--- config.mk ---
export PLATFORM = sky130hd
export DESIGN_NAME = mul_iter_unit
export DESIGN_NICKNAME = d
export VERILOG_FILES = /design/src/rtl/mul_pkg.sv /design/src/rtl/mul_step.sv /design/src/rtl/mul_iter_unit.sv
export SDC_FILE = /design/constraint.sdc
export NUM_CORES = 1
export LEC_CHECK = 0
export BUFFER_PORTS_ARGS = -buffer_cell sky130_fd_sc_hd__buf_4
export CAP_MARGIN = 20
export CORE_MARGIN = 2
export CORE_UTILIZATION = 38
export CTS_BUF_LIST = sky130_fd_sc_hd__clkbuf_8 sky130_fd_sc_hd__clkbuf_16
export DETAILED_ROUTE_END_ITERATION = 6
export PLACE_DENSITY = 0.59
export SLEW_MARGIN = 20
export SYNTH_ARGS = -nofsm -noshare
export SYNTH_HDL_FRONTEND = slang
export SYNTH_SLANG_ARGS = --single-unit
--- constraint.sdc ---
create_clock -name clk_i -period 11.5 [get_ports clk_i]
set_input_delay 2.3 -clock clk_i [delete_from_list [all_inputs] [get_ports clk_i]]
set_output_delay 2.3 -clock clk_i [all_outputs]
set_load 0.02 [all_outputs]
--- src/rtl/mul_pkg.sv ---
// Shared encodings and helpers for the iterative M-extension multiplier.
package mul_pkg;

  localparam logic [1:0] MUL_OP_MUL    = 2'b00;
  localparam logic [1:0] MUL_OP_MULH   = 2'b01;
  localparam logic [1:0] MUL_OP_MULHSU = 2'b10;
  localparam logic [1:0] MUL_OP_MULHU  = 2'b11;

  typedef enum logic [1:0] {
    IDLE = 2'b00,
    CALC = 2'b01,
    DONE = 2'b10
  } state_e;

  // Number of CALC cycles needed to consume all multiplier bits.
  function automatic int iter_count(input int xlen, input int bpc);
    return xlen / bpc;
  endfunction

endpackage

--- src/rtl/mul_step.sv ---
// Combinational partial-product step: adds a_mag * b_bits, placed at shift_i,
// onto the double-width accumulator.
module mul_step #(
  parameter int XLEN = 32,
  parameter int BPC  = 4,
  parameter int SW   = 6
) (
  input  logic [2*XLEN-1:0] acc_i,
  input  logic [XLEN-1:0]   a_mag_i,
  input  logic [BPC-1:0]    b_bits_i,
  input  logic [SW-1:0]     shift_i,
  output logic [2*XLEN-1:0] acc_o
);

  logic [2*XLEN-1:0] a_ext;
  logic [2*XLEN-1:0] row [BPC];
  logic [2*XLEN-1:0] pp_sum;

  assign a_ext = {{XLEN{1'b0}}, a_mag_i};

  // One shifted copy of the multiplicand per multiplier bit in the slice.
  for (genvar gi = 0; gi < BPC; gi++) begin : g_row
    assign row[gi] = b_bits_i[gi] ? (a_ext << gi) : '0;
  end

  always_comb begin
    pp_sum = '0;
    for (int i = 0; i < BPC; i++) begin
      pp_sum = pp_sum + row[i];
    end
  end

  assign acc_o = acc_i + (pp_sum << shift_i);

endmodule

--- src/rtl/mul_iter_unit.sv ---
// Iterative RV32M multiplier (MUL/MULH/MULHSU/MULHU) retiring BPC multiplier
// bits per cycle, with accept/busy/ready handshake, flush and zero fast path.
module mul_iter_unit
  import mul_pkg::*;
#(
  parameter int XLEN      = 32,
  parameter int BPC       = 4,
  parameter int ZERO_FAST = 1
) (
  input  logic            clk_i,
  input  logic            rst_i,
  input  logic            req_i,
  input  logic            flush_i,
  input  logic [1:0]      op_i,
  input  logic [XLEN-1:0] a_i,
  input  logic [XLEN-1:0] b_i,
  output logic            busy_o,
  output logic            ready_o,
  output logic [XLEN-1:0] result_o
);

  localparam int N_ITER = iter_count(XLEN, BPC);
  localparam int CW     = $clog2(N_ITER + 1);
  localparam int SW     = $clog2(XLEN) + 1;

  state_e            state_q, state_d;
  logic [1:0]        op_q, op_d;
  logic              neg_q, neg_d;
  logic [XLEN-1:0]   a_mag_q, a_mag_d;
  logic [XLEN-1:0]   b_mag_q, b_mag_d;
  logic [2*XLEN-1:0] acc_q, acc_d;
  logic [CW-1:0]     cnt_q, cnt_d;
  logic [XLEN-1:0]   result_q, result_d;

  logic              sign_a, sign_b, accept, zero_hit;
  logic [XLEN-1:0]   a_mag_in, b_mag_in;
  logic [SW-1:0]     shift;
  logic [2*XLEN-1:0] acc_step, acc_fin;

  mul_step #(
    .XLEN (XLEN),
    .BPC  (BPC),
    .SW   (SW)
  ) u_step (
    .acc_i    (acc_q),
    .a_mag_i  (a_mag_q),
    .b_bits_i (b_mag_q[BPC-1:0]),
    .shift_i  (shift),
    .acc_o    (acc_step)
  );

  always_comb begin
    sign_a   = ((op_i == MUL_OP_MULH) || (op_i == MUL_OP_MULHSU)) && a_i[XLEN-1];
    sign_b   = (op_i == MUL_OP_MULH) && b_i[XLEN-1];
    a_mag_in = sign_a ? -a_i : a_i;
    b_mag_in = sign_b ? -b_i : b_i;
    accept   = req_i && !flush_i && ((state_q == IDLE) || (state_q == DONE));
    zero_hit = (ZERO_FAST != 0) && ((a_i == '0) || (b_i == '0));
    // Iteration k (counting up from 0) places its slice at bit k*BPC.
    shift    = SW'((N_ITER - int'(cnt_q)) * BPC);
    acc_fin  = neg_q ? -acc_step : acc_step;
  end

  always_comb begin
    state_d  = state_q;
    op_d     = op_q;
    neg_d    = neg_q;
    a_mag_d  = a_mag_q;
    b_mag_d  = b_mag_q;
    acc_d    = acc_q;
    cnt_d    = cnt_q;
    result_d = result_q;

    case (state_q)
      CALC: begin
        if (flush_i) begin
          state_d = IDLE;
        end else begin
          acc_d   = acc_step;
          b_mag_d = b_mag_q >> BPC;
          cnt_d   = cnt_q - CW'(1);
          if (cnt_q == CW'(1)) begin
            state_d  = DONE;
            result_d = (op_q == MUL_OP_MUL) ? acc_fin[XLEN-1:0] : acc_fin[2*XLEN-1:XLEN];
          end
        end
      end
      DONE:    state_d = IDLE;
      default: state_d = state_q;
    endcase

    // A new request overrides the DONE->IDLE return for back-to-back issue.
    if (accept) begin
      op_d    = op_i;
      neg_d   = sign_a ^ sign_b;
      a_mag_d = a_mag_in;
      b_mag_d = b_mag_in;
      acc_d   = '0;
      cnt_d   = CW'(N_ITER);
      if (zero_hit) begin
        state_d  = DONE;
        result_d = '0;
      end else begin
        state_d = CALC;
      end
    end
  end

  always_ff @(posedge clk_i or negedge rst_i) begin
    if (!rst_i) begin
      state_q  <= IDLE;
      op_q     <= '0;
      neg_q    <= 1'b0;
      a_mag_q  <= '0;
      b_mag_q  <= '0;
      acc_q    <= '0;
      cnt_q    <= '0;
      result_q <= '0;
    end else begin
      state_q  <= state_d;
      op_q     <= op_d;
      neg_q    <= neg_d;
      a_mag_q  <= a_mag_d;
      b_mag_q  <= b_mag_d;
      acc_q    <= acc_d;
      cnt_q    <= cnt_d;
      result_q <= result_d;
    end
  end

  assign busy_o   = (state_q == CALC);
  assign ready_o  = (state_q == DONE);
  assign result_o = result_q;

endmodule

==> results.sh <==
export IMPL_status="finished, violations left"
export IMPL_violations="design-rule violations"
export IMPL_fin_nets=3088
export IMPL_dpl_hpwl_um=67600
export IMPL_ctsResizeCount=0
export IMPL_slew_limit_headroom_pct=16.1
export IMPL_chipWidth_um=240
export IMPL_dieArea_mm2=0.0574
export IMPL_ys_ff_latch=169
export IMPL_insertion_delay_ps=490
export IMPL_slew_viol_final=0
export IMPL_synth_top_area_share_pct=20.0
export IMPL_nFillCells=5647
export IMPL_track_usage_pct=29.7
export IMPL_dr_pass1_iters=7
export IMPL_via_per_inst=6.12
export IMPL_gr_total_overflow=0
export IMPL_avgSynthCellArea_um2=7.40
export IMPL_synth_area_top_cells="dfrtp_1, nand2_1, ha_1"
export IMPL_yosys_area_top_type="dfrtp_1"
export IMPL_place_port_buffers=103
export IMPL_drive_gt1_share_pct=9.38
export IMPL_die_h_um=240
export IMPL_path_buf_inv=2
export IMPL_cts_root_buffer="clkbuf_16"
export IMPL_netlist_area_mm2=0.0211
export IMPL_grt_pass1_wl_um=130000
export IMPL_first_iter_violations=2542
export IMPL_tightest_slew_ps=1250
export IMPL_synthMuxAreaShare_pct=2.33
export IMPL_drc=1
export IMPL_rows=86
export IMPL_final_antenna_net_count=0
export IMPL_cts_hold_buffers_added=0
export IMPL_yosys_area_share_simple_pct=25.3
export IMPL_cts_buffers_inserted=17
export IMPL_grt_max_degree=119
export IMPL_num_vias=22100
export IMPL_cts_sinks=169
export IMPL_holdCritPathClass="reg -> reg"
export IMPL_syn_inst=2852
export IMPL_clock_skew_ps=15.7
export IMPL_grt_setup_unrepaired="false"
export IMPL_cp_end_kind="flip-flop"
export IMPL_synth_compound_area_share_pct=27.6
export IMPL_clk_pin_slew_ps=70
export IMPL_cp_common_cell="nand2_1"
export IMPL_synthAdderAreaFrac_pct=12.5
export IMPL_fmax_ghz=0.0951
export IMPL_async_flop_share_pct=100
export IMPL_tritoncts="yes"
export IMPL_h_tree_depth=4
export IMPL_setup_tns_ps=0
export IMPL_synth_edff_count=0
export IMPL_final_common_cell="nand2_1"
export IMPL_max_cap_violations=0
export IMPL_setup_viol_count_final=0
export IMPL_hold_viol=0
export IMPL_critical_path_class="reg -> reg"
export IMPL_grt_pass1_vias=21000
export IMPL_mostFrequentLayoutCells="nand2_1, nor2_1, a21oi_1"
export IMPL_slowest_delay_ps=990
export IMPL_cpMaxStageDelayCell="a2111oi_0"
export IMPL_core_mm2=0.0550
export IMPL_period_needed_ps=10520
export IMPL_wl_per_cell_um=23.6
export IMPL_critical_path_arrival_ps=10930
export IMPL_finalWirelength_um=85000
export IMPL_cts_max_path_buffers=2
export IMPL_synthXorXnorAreaFrac_pct=6.14
export IMPL_start_kind="flip-flop"
export IMPL_min_period_over_period_pct=91.5
export IMPL_antenna_found_initial=1
export IMPL_cts_setup_buffers=0
export IMPL_area_growth_syn_to_layout_pct=9.55
export IMPL_required_ps=11910
export IMPL_synth_flop_cell="dfrtp_1"
export IMPL_pin_count=104
export IMPL_critPathMaxFanout=33
export IMPL_synth_top_family_by_area="compound AO/OA/AOI/OAI gates"
export IMPL_crit_family="compound AO/OA/AOI/OAI gates"
export IMPL_ys_seq_area_share_pct=20.0
export IMPL_initial_core_util_pct=38.4
export IMPL_gp_congestion=0.961
export IMPL_synth_nets=3095
export IMPL_synth_warnings=0
export IMPL_ys_types=102
cell usage after synthesis, types with 72 or more instances:
master	n
nand2_1	385
nor2_1	267
a21oi_1	213
o21ai_0	194
dfrtp_1	169
inv_1	156
clkbuf_1	140
and2_1	116
ha_1	111
nor3_1	77
xnor2_1	76
xor2_1	72
sequential cells by signal, indices dropped and copies added (netlist names):
| signal | count |
|---|---|
| result_o | 32 |
| neg_q | 1 |
| b_mag_q | 32 |
| op_q | 2 |
| cnt_q | 4 |
| acc_q | 64 |
| a_mag_q | 32 |
| state_q | 2 |
tightest hold or removal path, cell delays in order (launching register included):
cell and delay (ps):
dfrtp_1 350, nand2_1 50, o21ai_0 60
routing by layer:
layer  global-route usage, %  routed length [um]
met1                    43.5               39400
met2                    42.9               35200
met3                    5.30                7130
met4                    12.0                3350
met5                       0                  13
kinds of logic after synthesis:
kind of cell | after synthesis
adder cells (fa/ha/maj) | 173
AND/OR/NAND/NOR | 1113
flip-flops | 169
buffers and inverters | 325
XOR/XNOR | 148
AO/OA/AOI/OAI | 877
multiplexers | 47
worst paths after layout:
| path | depth (start not counted) | start | endpoint | slack (ps) |
|---|---|---|---|---|
| max | 30 | b_mag_q[2] | result_o[20] | 980 |
| min | 2 | acc_q[52] | acc_q[52] | 500 |
| max reg2reg | 30 | b_mag_q[2] | result_o[20] | 980 |
| min reg2reg | 2 | acc_q[52] | acc_q[52] | 500 |
| max in group asynchronous | 3 | rst_i | acc_q[10] | 7700 |
| min in group asynchronous | 1 | rst_i | a_mag_q[17] | 1730 |
final cells by class:
cell class	count	area (um2)	area share (%)
antenna	2	5.00	0.0216
clock buffer	17	425	1.84
clock inverter	15	176	0.763
inverter	158	593	2.57
multi-input combinational	2358	15700	67.8
sequential	169	4230	18.3
tap	748	936	4.05
timing repair buffer	141	1070	4.63
through the flow:
stage               hold slack, ps  util, %  instance area [um2]  std cells  worst slack (ps)
floorplan                      450        -                21100       2852              3210
global placement               468     40.9                22500       3573              1190
detailed placement             481     40.9                22500       3573              1340
CTS                            501     42.0                23100       3605              1300
global route                   510     42.0                23100       3606               259
finish                         497     42.0                23100       3608               982
Power is not shown: default switching activity piles up to over one toggle a cycle in this logic, so the estimate is an artifact.
